**config.mk**
```make
export PLATFORM = sky130hd
export DESIGN_NAME = ssenc_stream
export DESIGN_NICKNAME = d
export VERILOG_FILES = /design/src/rtl/ssenc_pkg.sv /design/src/rtl/ssenc_lut.sv /design/src/rtl/ssenc_stream.sv
export SDC_FILE = /design/constraint.sdc
export NUM_CORES = 1
export LEC_CHECK = 0
export CELL_PAD_IN_SITES_DETAIL_PLACEMENT = 1
export CELL_PAD_IN_SITES_GLOBAL_PLACEMENT = 1
export CORE_MARGIN = 2
export CORE_UTILIZATION = 38
export DETAILED_ROUTE_END_ITERATION = 6
export GPL_ROUTABILITY_DRIVEN = 0
export GPL_TIMING_DRIVEN = 0
export PLACE_DENSITY_LB_ADDON = 0.08
export SLEW_MARGIN = 20
export SYNTH_ARGS = -nofsm -noshare
export SYNTH_HDL_FRONTEND = slang
export SYNTH_SLANG_ARGS = --single-unit
```
**constraint.sdc**
```tcl
create_clock -name clk -period 2.3 [get_ports clk]
set_input_delay 0.23 -clock clk [delete_from_list [all_inputs] [get_ports clk]]
set_output_delay 0.23 -clock clk [all_outputs]
set_load 0.02 [all_outputs]
```
**src/rtl/ssenc_pkg.sv**
```systemverilog
// Shared types, constants and the glyph table for the segment-to-glyph encoder.
package ssenc_pkg;

    typedef logic [6:0] seg_t;
    typedef logic [4:0] code_t;

    typedef enum logic [1:0] {
        ST_IDLE   = 2'd0,
        ST_COUNT  = 2'd1,
        ST_STABLE = 2'd2
    } state_t;

    localparam code_t CODE_NONE  = 5'h1F;
    localparam seg_t  SEG_BLANK  = 7'h00;
    localparam int    NUM_GLYPHS = 26;

    // Entry n is the segment pattern (g..a) that displays glyph code n.
    localparam seg_t GLYPH_TABLE [NUM_GLYPHS] = '{
        7'h3F, 7'h06, 7'h5B, 7'h4F, 7'h66, 7'h6D, 7'h7D, 7'h07, 7'h7F, 7'h67,
        7'h77, 7'h7C, 7'h39, 7'h5E, 7'h79, 7'h71, 7'h6F, 7'h76, 7'h10, 7'h1E,
        7'h38, 7'h54, 7'h50, 7'h78, 7'h6E, 7'h53
    };

endpackage

```
**src/rtl/ssenc_lut.sv**
```systemverilog
// Combinational reverse lookup: segment pattern to glyph code plus known/blank flags.
module ssenc_lut
    import ssenc_pkg::*;
(
    input  seg_t  i_seg,
    output code_t o_code,
    output logic  o_known,
    output logic  o_blank
);

    always_comb begin
        o_code  = CODE_NONE;
        o_known = 1'b0;
        o_blank = (i_seg == SEG_BLANK);
        for (int i = 0; i < NUM_GLYPHS; i++) begin
            if (i_seg == GLYPH_TABLE[i]) begin
                o_code  = code_t'(i);
                o_known = 1'b1;
            end
        end
    end

endmodule

```
**src/rtl/ssenc_stream.sv**
```systemverilog
// Glitch-filtered segment-pattern to glyph-code event stream.
// Define SSENC_ERRCNT_EN to add the saturating unknown-glyph event counter err_count.
//
// state     | meaning
// ----------+------------------------------------------------
// ST_IDLE   | no sample counted since reset (cnt = 0)
// ST_COUNT  | candidate seen 1..STABLE_CYCLES-1 times in a row
// ST_STABLE | candidate stable; no further events until it changes
module ssenc_stream
    import ssenc_pkg::*;
#(
    parameter int STABLE_CYCLES = 3
) (
    input  logic       clk,
    input  logic       reset,
    input  logic [6:0] seg_in,
    input  logic       seg_valid,
    output logic       seg_ready,
    output logic [4:0] code_out,
    output logic       code_known,
    output logic       code_blank,
    output logic       code_valid,
    input  logic       code_ready
`ifdef SSENC_ERRCNT_EN
    ,
    output logic [7:0] err_count
`endif
);

    localparam int              CNT_W   = $clog2(STABLE_CYCLES + 1);
    localparam logic [CNT_W-1:0] CNT_MAX = CNT_W'(STABLE_CYCLES);

    state_t           r_state;
    seg_t             r_cand;
    logic [CNT_W-1:0] r_cnt;
    seg_t             r_last;
    logic             r_have;
    code_t            r_code;
    logic             r_known;
    logic             r_blank;
    logic             r_valid;

    logic             w_accept;
    logic             w_same;
    seg_t             w_cand_nxt;
    logic [CNT_W-1:0] w_cnt_nxt;
    logic             w_fire;
    code_t            w_lut_code;
    logic             w_lut_known;
    logic             w_lut_blank;

    assign seg_ready = !r_valid || code_ready;
    assign w_accept  = seg_valid && seg_ready;
    assign w_same    = (seg_in == r_cand);

    always_comb begin
        w_cand_nxt = r_cand;
        w_cnt_nxt  = r_cnt;
        if (w_accept) begin
            if (w_same) begin
                if (r_state != ST_STABLE) w_cnt_nxt = r_cnt + CNT_W'(1);
            end else begin
                w_cand_nxt = seg_in;
                w_cnt_nxt  = CNT_W'(1);
            end
        end
    end

    // Fire only on the transition into stability, and only for a new pattern.
    assign w_fire = w_accept && (w_cnt_nxt == CNT_MAX)
                    && ((r_state != ST_STABLE) || !w_same)
                    && (!r_have || (w_cand_nxt != r_last));

    // Looking up the next candidate lets a STABLE_CYCLES=1 build load the
    // freshly accepted pattern on the same edge.
    ssenc_lut u_lut (
        .i_seg   (w_cand_nxt),
        .o_code  (w_lut_code),
        .o_known (w_lut_known),
        .o_blank (w_lut_blank)
    );

    always_ff @(posedge clk) begin
        if (reset) begin
            r_state <= ST_IDLE;
            r_cand  <= SEG_BLANK;
            r_cnt   <= '0;
            r_last  <= SEG_BLANK;
            r_have  <= 1'b0;
            r_code  <= 5'h00;
            r_known <= 1'b0;
            r_blank <= 1'b0;
            r_valid <= 1'b0;
        end else begin
            r_cand <= w_cand_nxt;
            r_cnt  <= w_cnt_nxt;
            if (w_cnt_nxt == CNT_MAX)  r_state <= ST_STABLE;
            else if (w_cnt_nxt == '0) r_state <= ST_IDLE;
            else                       r_state <= ST_COUNT;

            if (w_fire) begin
                r_code  <= w_lut_code;
                r_known <= w_lut_known;
                r_blank <= w_lut_blank;
                r_valid <= 1'b1;
                r_last  <= w_cand_nxt;
                r_have  <= 1'b1;
            end else if (r_valid && code_ready) begin
                r_valid <= 1'b0;
            end
        end
    end

    assign code_out   = r_code;
    assign code_known = r_known;
    assign code_blank = r_blank;
    assign code_valid = r_valid;

`ifdef SSENC_ERRCNT_EN
    logic [7:0] r_err;

    always_ff @(posedge clk) begin
        if (reset) begin
            r_err <= 8'h00;
        end else if (w_fire && !w_lut_known && !w_lut_blank && (r_err != 8'hFF)) begin
            r_err <= r_err + 8'd1;
        end
    end

    assign err_count = r_err;
`endif

endmodule

```
==> load_flow_metrics.sql <==
INSERT INTO impl_metrics (metric_group, metric, value, unit) VALUES
('status', 'status', 'finished, final reports clean', ''),
('setup_path', 'path_buf_inv', '0', ''),
('global_route', 'grt_max_degree', '18', ''),
('cts', 'cts_root_buf', 'sky130_fd_sc_hd__clkbuf_8', ''),
('setup_path', 'rrSetupSlack', '0.004', 'ns'),
('finish', 'drive_above_1_share', '29.3', '%'),
('setup_path', 'path_depth', '7', ''),
('synth', 'synth_top_flop_cell', 'sky130_fd_sc_hd__dfxtp_1', ''),
('finish', 'number_of_nets_in_the_layout', '316', ''),
('setup_path', 'critical_path_endpoint', 'code_out[1]', ''),
('setup_path', 'worstReg2RegEnd', 'code_out[1]', ''),
('drt', 'post_drt_via_cell_ratio', '6.29', ''),
('setup_path', 'critical_path.slowest_cell', 'sky130_fd_sc_hd__dfxtp_2', ''),
('sta', 'worst_slack_on_hold_paths', '0.396', 'ns'),
('setup_path', 'cp-end-kind', 'register', ''),
('finish', 'finalNonFillerCells', '374', ''),
('sta', 'fin_worst_skew', '0.00277', 'ns'),
('setup_path', 'launch_instance_of_the_worst_register_to_register_path', 'r_cand[1]', ''),
('sta', 'report.final.slew_viol_count', '0', ''),
('drt', 'drt-pass1-iter-count', '4', ''),
('synth', 'synth_enable_flop_cells', '0', ''),
('synth', 'mapped_area', '2070', 'µm²'),
('floorplanning', 'core_area', '5170', 'µm²'),
('power_and_ir_drop', 'leakage', '0.998', 'nW'),
('drt', 'wl', '8.05', 'mm'),
('drt', 'drt_drc_violations_left', '0', ''),
('setup_path', 'critPathArrivalTime', '2.50', 'ns'),
('synth', 'synth.top_cells.by_area', 'sky130_fd_sc_hd__dfxtp_1 (26%), sky130_fd_sc_hd__nor2_1 (5.3%), sky130_fd_sc_hd__xor2_1 (5.1%)', ''),
('sta', 'layout_worst_path_cycle_share', '99.8', '%'),
('cts', 'worstSkewPairLatency', '0.28', 'ns'),
('synth', 'yosys.cell_count.top_type', 'sky130_fd_sc_hd__nor2_1', ''),
('setup_path', 'max_stage_delay', '0.51', 'ns'),
('synth', 'syn_nets', '287', ''),
('sta', 'timing.slew.headroom', '58.9', '%'),
('finish', 'syn2layout_area_growth', '36.8', '%'),
('cts', 'cts.htree.levels', '1', ''),
('job', 'max_cap_violations', '0', ''),
('sta', 'report.final.hold_viol_count', '0', ''),
('placed_design', 'numPortBuffers', '15', ''),
('synth', 'cell_taking_the_most_area_after_synthesis', 'sky130_fd_sc_hd__dfxtp_1', ''),
('floorplanning', 'top_level_ports', '20', ''),
('global_route', 'antenna_found_initial', '0', ''),
('floorplanning', 'rows', '26', ''),
('power_and_ir_drop', 'powerDensity', '394', 'nW/µm²'),
('sta', 'transition_at_the_pin_with_the_smallest_max_transition_slack', '0.617', 'ns'),
('global_route', 'total_global_routing_track_utilization', '27.0', '%'),
('setup_path', 'critPathMaxFanout', '9', ''),
('drt', 'dr.first_iter.drc_count', '203', ''),
('placed_design', 'place.detailed.hpwl', '5.51', 'mm'),
('setup_path', 'setup.worst_path.class', 'reg -> reg', ''),
('setup_path', 'setup.worst_path.start_class', 'register', ''),
('floorplanning', 'die_width', '77.8', 'µm'),
('cts', 'numCtsBuffers', '3', ''),
('cts', 'clk_pin_slew', '0.10', 'ns'),
('setup_path', 'reg2regPathDepth', '7', ''),
('sta', 'timing.final.ws_setup', '0.00389', 'ns'),
('synth', 'synthDistinctLibCells', '60', ''),
('cts', 'cts_max_path_buffers', '2', ''),
('synth', 'synth_common_cells', 'sky130_fd_sc_hd__nor2_1 (29), sky130_fd_sc_hd__dfxtp_1 (27), sky130_fd_sc_hd__nand2_1 (17)', ''),
('synth', 'synthArstFlopShare', '0', '%'),
('drt', 'antenna_violating_nets_post_route', '0', ''),
('floorplanning', 'die_area', '6050', 'µm²'),
('synth', 'yosys_register_bits', '27', ''),
('synth', 'ys_warn_count', '0', ''),
('setup_path', 'crit_chain', 'xor2_1, nor3_2, a21oi_4, and4bb_4, o31ai_4, or4_4, o31ai_2', ''),
('cts', 'clock_sinks', '27', ''),
('global_route', 'global_route.overflow_total', '0', ''),
('drt', 'num_vias', '2351', ''),
('finish', 'antenna_cell_count', '0', ''),
('drt', 'detail_route.wl_per_cell', '21.5', 'µm'),
('global_route', 'first_pass_grt_wire_length', '12.9', 'mm');
## final cells by class
| cell class | count | area (µm²) |
|---|---|---|
| timing repair buffer | 29 | 284 |
| fill | 621 | 2340 |
| inverter | 13 | 48.8 |
| multi-input combinational | 213 | 1680 |
| buffer | 18 | 129 |
| sequential | 27 | 551 |
| clock inverter | 1 | 8.76 |
| tap | 70 | 87.6 |
| clock buffer | 3 | 41.3 |
## stage by stage
stage,TNS [ns],power (mW),instance area [µm²]
finish,0,1.11,2830
global route,-0.305,1.17,2830
CTS,-0.00785,1.09,2700
detailed placement,-9.58,0.751,2320
global placement,-8.71,0.748,2320
floorplan,0,0.668,2080
## how the worst min path moves through the flow
| stage | startpoint | to | slack (ns) | depth (start not counted) |
|---|---|---|---|---|
| 4_1_cts | reset | r_state[1] | 0.40 | 2 |
| 3_5_place_dp | code_known | code_known | 0.47 | 2 |
| 5_1_grt | reset | r_cnt[1] | 0.42 | 2 |
| 3_3_place_gp | code_known | code_known | 0.47 | 2 |
| 6_report | reset | r_cnt[1] | 0.40 | 2 |
| 2_1_floorplan | r_cnt[1] | r_state[1] | 0.45 | 2 |
## per-layer routing
layer	share of wire [%]	wire length, µm	vias up	global-route usage (%)
met1	43	3430	1166	35.6
met2	49	3940	82	45.1
met5	0	0	-	0
li1	-	-	1088	-
met4	2.2	174	0	7.14
met3	6.4	512	15	4.88
## power breakdown
group,internal [mW],switching [mW]
Sequential,0.481,0.0187
Combinational,0.118,0.203
Clock,0.127,0.165
## repair_timing
action	in CTS	in global routing
gates resized for setup	60	29
cloned	0	1
hold buffers	0	0
buffers inserted	13	0
pin swaps	13	7
endpoints found under the setup margin	16	16
## registers in the layout, summed over array words and instances, names as in the netlist
name,flops
code_blank,1
code_known,1
code_out,5
code_valid,1
r_cand,7
r_cnt,2
r_have,1
r_last,7
r_state,2
## cells in the final DEF, fill, tap and decap left out, types with 5 or more instances in the layout
cell and count:
sky130_fd_sc_hd__buf_4 14, sky130_fd_sc_hd__clkdlybuf4s50_1 11, sky130_fd_sc_hd__nand4_1 6, sky130_fd_sc_hd__o21ai_0 9, sky130_fd_sc_hd__mux2i_1 5, sky130_fd_sc_hd__a21oi_2 6, sky130_fd_sc_hd__nor3_1 9, sky130_fd_sc_hd__nand3_1 8
sky130_fd_sc_hd__clkbuf_1 5, sky130_fd_sc_hd__nor2_1 25, sky130_fd_sc_hd__inv_1 9, sky130_fd_sc_hd__dfxtp_2 5, sky130_fd_sc_hd__dfxtp_1 21, sky130_fd_sc_hd__o211ai_1 6, sky130_fd_sc_hd__a21oi_1 6, sky130_fd_sc_hd__xor2_1 8
sky130_fd_sc_hd__a211oi_1 7, sky130_fd_sc_hd__nand2_1 16
## worst register-to-register path, stage by stage, from the launching register on
cell	delay [ns]
sky130_fd_sc_hd__dfxtp_2	0.51
sky130_fd_sc_hd__xor2_1	0.14
sky130_fd_sc_hd__nor3_2	0.33
sky130_fd_sc_hd__a21oi_4	0.10
sky130_fd_sc_hd__and4bb_4	0.35
sky130_fd_sc_hd__o31ai_4	0.12
sky130_fd_sc_hd__or4_4	0.44
sky130_fd_sc_hd__o31ai_2	0.23
## kinds of logic after synthesis
| family | Yosys count | share of synthesized area, % |
|---|---|---|
| AO/OA/AOI/OAI | 85 | 29.9 |
| XOR/XNOR | 15 | 6.35 |
| buffers and inverters | 36 | 7.14 |
| flip-flops | 27 | 26.1 |
| multiplexers | 5 | 2.42 |
| AND/OR/NAND/NOR | 108 | 28.0 |
(Power assumes the default switching activity.)
